## src/rtl/fault_pattern_sequencer.sv

```systemverilog
// Pattern controller for fault-simulation runs: drives counter or LFSR patterns into a
// combinational MUT, holds each for a settle interval, and compacts the responses in a MISR.
module fault_pattern_sequencer #(
    parameter int               IN_W      = 32,
    parameter int               OUT_W     = 32,
    parameter int               SETTLE_W  = 16,
    parameter logic [IN_W-1:0]  LFSR_POLY = 32'h80200003,
    parameter logic [OUT_W-1:0] MISR_POLY = 32'h04C11DB7
) (
    input  logic                i_clk,
    input  logic                i_rst,
    input  logic                i_start,
    input  logic                i_mode,
    input  logic [IN_W-1:0]     i_seed,
    input  logic [IN_W:0]       i_num_patterns,
    input  logic [SETTLE_W-1:0] i_settle_cycles,
    output logic [IN_W-1:0]     o_mut_in,
    input  logic [OUT_W-1:0]    i_mut_out,
    output logic                o_sample_valid,
    output logic                o_busy,
    output logic                o_done,
    output logic [OUT_W-1:0]    o_signature,
    output logic [IN_W:0]       o_pattern_cnt
);

    typedef enum logic [1:0] {S_IDLE, S_SETTLE, S_SAMPLE, S_DONE} state_t;

    state_t              r_state;
    logic                r_mode;
    logic [IN_W:0]       r_num;
    logic [SETTLE_W-1:0] r_settle;
    logic [SETTLE_W-1:0] r_timer;
    logic [IN_W-1:0]     r_mut_in;
    logic [OUT_W-1:0]    r_sig;
    logic [IN_W:0]       r_cnt;
    logic                r_sample_valid;
    logic                r_busy;
    logic                r_done;

    logic [IN_W-1:0]     w_next_pat;
    logic [IN_W-1:0]     w_seed_eff;
    logic [OUT_W-1:0]    w_misr_next;
    logic [IN_W:0]       w_cnt_inc;

    always_comb begin
        w_next_pat = r_mut_in + IN_W'(1);
        if (r_mode)
            w_next_pat = (r_mut_in >> 1) ^ (r_mut_in[0] ? LFSR_POLY : '0);
        // An all-zero LFSR state would lock up, so a zero seed starts at 1 instead.
        w_seed_eff  = (i_mode && i_seed == '0) ? IN_W'(1) : i_seed;
        w_misr_next = {r_sig[OUT_W-2:0], 1'b0} ^ (r_sig[OUT_W-1] ? MISR_POLY : '0) ^ i_mut_out;
        w_cnt_inc   = r_cnt + (IN_W+1)'(1);
    end

    always_ff @(posedge i_clk) begin
        if (i_rst) begin
            r_state        <= S_IDLE;
            r_mode         <= 1'b0;
            r_num          <= '0;
            r_settle       <= '0;
            r_timer        <= '0;
            r_mut_in       <= '0;
            r_sig          <= '0;
            r_cnt          <= '0;
            r_sample_valid <= 1'b0;
            r_busy         <= 1'b0;
            r_done         <= 1'b0;
        end else begin
            r_sample_valid <= 1'b0;
            r_done         <= 1'b0;
            case (r_state)
                S_IDLE: begin
                    if (i_start) begin
                        r_mode   <= i_mode;
                        r_num    <= i_num_patterns;
                        r_settle <= i_settle_cycles;
                        r_sig    <= '0;
                        r_cnt    <= '0;
                        if (i_num_patterns == '0) begin
                            r_state <= S_DONE;
                            r_done  <= 1'b1;
                        end else begin
                            r_mut_in <= w_seed_eff;
                            r_timer  <= i_settle_cycles;
                            r_busy   <= 1'b1;
                            r_state  <= S_SETTLE;
                        end
                    end
                end
                S_SETTLE: begin
                    if (r_timer == '0) begin
                        r_state        <= S_SAMPLE;
                        r_sample_valid <= 1'b1;
                    end else begin
                        r_timer <= r_timer - SETTLE_W'(1);
                    end
                end
                S_SAMPLE: begin
                    r_sig <= w_misr_next;
                    r_cnt <= w_cnt_inc;
                    if (w_cnt_inc == r_num) begin
                        r_state <= S_DONE;
                        r_done  <= 1'b1;
                        r_busy  <= 1'b0;
                    end else begin
                        r_mut_in <= w_next_pat;
                        r_timer  <= r_settle;
                        r_state  <= S_SETTLE;
                    end
                end
                S_DONE:  r_state <= S_IDLE;
                default: r_state <= S_IDLE;
            endcase
        end
    end

    assign o_mut_in       = r_mut_in;
    assign o_sample_valid = r_sample_valid;
    assign o_busy         = r_busy;
    assign o_done         = r_done;
    assign o_signature    = r_sig;
    assign o_pattern_cnt  = r_cnt;

endmodule

```

## config.mk

```make
export PLATFORM = sky130hd
export DESIGN_NAME = fault_pattern_sequencer
export DESIGN_NICKNAME = d
export VERILOG_FILES = /design/src/rtl/fault_pattern_sequencer.sv
export SDC_FILE = /design/constraint.sdc
export NUM_CORES = 1
export LEC_CHECK = 0
export CORE_UTILIZATION = 30
export DETAILED_ROUTE_END_ITERATION = 12
export PLACE_DENSITY = 0.49
export SLEW_MARGIN = 15
export SYNTH_ARGS = -nofsm -noshare
export SYNTH_HDL_FRONTEND = slang
export SYNTH_SLANG_ARGS = --single-unit
```

## constraint.sdc

```tcl
create_clock -name i_clk -period 9.1 [get_ports i_clk]
set_clock_uncertainty 0.15 [all_clocks]
set_input_delay 1.82 -clock i_clk [delete_from_list [all_inputs] [get_ports i_clk]]
set_output_delay 1.82 -clock i_clk [all_outputs]
set_load 0.01 [all_outputs]
```

# After elaboration in Yosys (flattened, before gate mapping)

Index checks and enable logic that the tools add are counted.

Output and inout bits: 100
Bits in read-only memories: 0
Memories: 0
RAM bits: 0
Register bits: 168
Bits in latches: 0
Bits of input ports: 117

Muxes and demuxes: 31
Shift operators: 0
Reductions and logical operators: 14
Bitwise gates (word level): 4
Equality and inequality tests: 10
$add $sub $neg: 3
Multipliers: 0
Div/mod/pow operators: 0
Order comparisons: 0

Operators by type and width:

| kind                    | number |
|---|---|
| $mux W32                | 7 |
| $pmux W32 S2            | 2 |
| $pmux W33 S2            | 1 |
| $mux W16                | 4 |
| $pmux W16 S3            | 1 |
| $add A33 B1 Y33 const B | 1 |
| $eq A33 B33 Y1          | 1 |
| $logic_not A33 Y1       | 1 |
| $mux W33                | 1 |
| $add A32 B1 Y32 const B | 1 |
| $logic_not A32 Y1       | 1 |
| $xor A31 B32 Y32        | 1 |
| $xor A32 B27 Y32        | 1 |
| $xor A32 B32 Y32        | 1 |
| $mux W27                | 1 |
| $logic_not A16 Y1       | 1 |
| $sub A16 B1 Y16 const B | 1 |
| $ne A2 B2 Y1 const B    | 6 |
| $mux W2                 | 4 |
| $pmux W2 S4             | 1 |
| $reduce_and A4 Y1       | 2 |
| $mux W1                 | 7 |
| $reduce_and A2 Y1       | 3 |
| $reduce_and A5 Y1       | 1 |
| 9 further kinds         | 11 |

# Logic depth before layout (Yosys ltp)

Depth after elaboration: 6
Depth in mapped cells: 13

# Worst setup path after synthesis

OpenSTA, ideal clock, no wires.

Path kind: input -> register
From: in i_seed[6]
To: reg r_mut_in[30], in the netlist o_mut_in[30]
Stages: 6
Slack: 5.512 ns
Buffers on the path: 1
Data arrival time: 3.297 ns
Data required time: 8.808 ns
Cells stage by stage: or4_1 > nor4_1 > a21oi_1 > clkbuf_1 > a221oi_1 > a211oi_2

Cells in the longest elaborated chain, start to end: 6

RTL lines:

| element              | RTL line | text |
|---|---|---|
| start, declared      | 14       | `input logic [IN_W-1:0] i_seed,` |
| $logic_not A32 Y1    | 50       | `w_seed_eff = (i_mode && i_seed == '0) ? IN_W'(1) : i_seed;` |
| $logic_and A1 B1 Y1  | 50       |  |
| $mux W32             | 50       |  |
| $mux W32             | 79       | `if (i_num_patterns == '0) begin` |
| $mux W32             | 73       | `if (i_start) begin` |
| $pmux W32 S2         | 71       | `case (r_state)` |
| end signal, assigned | 83       | `r_mut_in <= w_seed_eff;` |
| end signal, assigned | 106      | `r_mut_in <= w_next_pat;` |
| end, declared        | 33       | `logic [IN_W-1:0] r_mut_in;` |

Every way passes these cells. The select of a mux whose other input is x is not followed.
A chain may end at the register's enable or synchronous reset.

# Worst setup path in the final report

From: in i_num_patterns[22]
To: reg r_mut_in[19], in the netlist o_mut_in[19]

Cells in the longest elaborated chain, start to end: 3

RTL lines:

| element                            | RTL line | text |
|---|---|---|
| start, declared                    | 15       | `input logic [IN_W:0] i_num_patterns,` |
| $logic_not A33 Y1                  | 79       |  |
| $ne A2 B2 Y1 (no source line)      | n/a      |  |
| $reduce_and A4 Y1 (no source line) | n/a      |  |

Every way passes these cells.

==> metrics <==
CP startpoint kind=primary input; initial antenna violation count=0; core region area=~33000 um^2; Synth top area share=between 30 and 40%; die area=~34000 um^2; crit path DAT=around 4.7 ns; die width=between 150 and 200 um; Min-Delay Path Depth=2; worst slew pin tran=~1.1 ns; grt ovf=0; Max-slew headroom=about a quarter; WL/cell=between 15 and 20 um; total iterations of the first detailed-routing run=4; period utilization=50.7%; GRT Total Usage=about a fifth; Setup Viol. Count Final=0; sequential element share of the synthesized area=between 30% and 40%; critical path peak fanout=43; Synth cell types=74; RSZ-0062 raised after global routing=no; Final TNS setup=0 ns; most numerous cell in the Yosys netlist=nand2_1; outcome=finished, final reports clean; Crit path required time=between 9 and 10 ns; HP Class=register to register; worst hold endpoint=r_settle[6]$_SDFFE_PP0P_; syn nets=approximately 1400; cell area after layout=about 13000 um^2; Pleak=0.00432 uW; clock edge transition at the registers on the reported setup and hold paths=approximately 0.070 ns; VDD IR max=roughly 150 uV; worst r2r src=o_pattern_cnt[7]$_SDFFE_PP0P_; Hold Crit Start=r_settle[6]$_SDFFE_PP0P_; Post-route DRC=0; synth warn=0; CTS tree=yes; gp weighted congestion=slightly above 0.8; Routed WL=around 34000 um; layout cell share with drive strength beyond 1=about 5.8%; predominant post-synthesis flop cell=dfxtp_1; Syn-to-layout area delta=28.9%; synthesized area=~10000 um^2; Starting Density=between 30% and 40%; Final HPWL DP=between 20000 and 25000 um; via count=slightly below 10000; PwrDens=about 230 nW/um^2; setup bufs post-CTS=0; DRT antenna net count=0; crit end category=register; Vias/cell=5.16; row count=66; Starting DRT DRC Count=693; Hold-fix buffers, CTS=0; Inserted Clock Buffers=17; post-CTS sizing=0; I/O Pins=roughly 220; top cells by area, synth=dfxtp_1 34%, nand2_1 7.8%, xnor2_1 5.9%; vias in the first global route=around 9000; port bufs=216; Mapped Cells=about 1300; clk sinks=~170; largest net degree at the start of global routing=75; Yosys reg bits=around 170; Crit Path Class=primary input to register; Final Hold Violating Endpoints=0; CTS root buffer=clkbuf_16; R2R setup slack=4.78 ns; Synth async-reset ratio=0%; Post-synth EDFFs=0; final core utilization=39.5%; Syn Area/Cell=~7.6 um^2; fmax=between 200 and 250 MHz; first-pass GRT wire length=52000 um; CTS max path bufs=2; Post-synth top cells=209 x nand2_1, 168 x dfxtp_1, 144 x nor2_1; Die Y=approximately 180 um; most area-hungry cell type in the Yosys netlist=dfxtp_1; Max Cap Violations=0; Ant. Diodes=0; R2R depth=9; min cycle time layout=4.62 ns; CTS H-tree depth=4; Clock Latency Late Sink=0.43 ns; Final #Nets=approximately 1600; worst r2r dst=o_mut_in[27]$_SDFFE_PP0P_; final slew viol count=0; Post-DP Area=about 12000 um^2
==> cells by family (layout without fill, tap and decap cells) <==
kind of cell    count (synthesis)  in the layout  synth area share [%]
buf+inv                       121            270                  5.48
flops                         168            168                  33.6
compound gates                339            339                  21.9
mux                            17             17                  1.72
fa+ha+maj                       7              7                 0.874
simple gates                  549            549                  25.8
xor+xnor                      123            123                  10.8
==> routing by layer <==
metal  share of wire (%)  track usage (%)  vias to the layer above  wire length, um
met5                   0                0                        -                0
met4                 1.1             5.09                        0              364
met3                 4.3             2.81                       17             1440
met2                  46             30.7                      244            15500
met1                  49             27.7                     4664            16300
li1                    -                -                     4948                -
==> worst max-delay path by stage <==
stage	startpoint	to	slack, ns	cells past startpoint
2_1_floorplan	i_seed[6]	o_mut_in[30]$_SDFFE_PP0P_	5.51	6
3_3_place_gp	i_num_patterns[22]	o_mut_in[18]$_SDFFE_PP0P_	4.12	8
3_5_place_dp	i_num_patterns[22]	o_mut_in[15]$_SDFFE_PP0P_	4.03	8
4_1_cts	i_num_patterns[22]	o_mut_in[19]$_SDFFE_PP0P_	4.48	8
5_1_grt	i_num_patterns[22]	o_mut_in[14]$_SDFFE_PP0P_	4.21	8
6_report	i_num_patterns[22]	o_mut_in[19]$_SDFFE_PP0P_	4.48	8
==> worst max-delay path, stage by stage <==
cell	delay (ns)
clkdlybuf4s50_1	0.42
nor4_1	0.70
nand4_1	0.18
nor3_1	0.43
o21ai_0	0.32
o21a_2	0.52
nor2_1	0.27
a211oi_2	0.07
==> where the power goes <==
part	total (uW)	switching [uW]	internal (uW)
clock network	763	325	438
logic	1200	683	514
registers	1060	188	874
==> metrics by stage <==
step                      hold WS [ns]  instances  total power (uW)  worst slack [ns]
after global routing             0.323       1915              3230              4.21
after global placement           0.295       1885              2280              4.12
after CTS                        0.309       1915              3050              4.48
final                            0.308       1915              3020              4.48
after floorplan                  0.287       1324              1870              5.51
after detailed placement         0.299       1885              2280              4.03
==> final cells by class <==
type	instances	area (um^2)
fillers	3448	19800
multi-input cells	1035	6130
flip-flops and latches	168	3360
repair buffers	224	2220
well taps	442	553
clock buffers	19	443
clock inverters	11	150
inverters	16	60.1
==> flip-flops by register name, indices dropped and copies added (netlist names) <==
name            count
o_busy              1
o_done              1
o_mut_in           32
o_pattern_cnt      33
o_sample_valid      1
o_signature        32
r_mode              1
r_num              33
r_settle           16
r_state             2
r_timer            16
==> cells in the final DEF, fill, tap and decap left out, drive strengths merged, types with 18 or more instances in the layout <==
cell and count:
a22oi 52, clkdlybuf4s50 215, a21oi 115, dfxtp 168, nor3 34, nand4 20, nor2 145, a211oi 18
clkbuf 19, xnor2 68, nor4 33, o21ai 78, xor2 55, nand3 40, nand2 210
(Power assumes the default switching activity.)
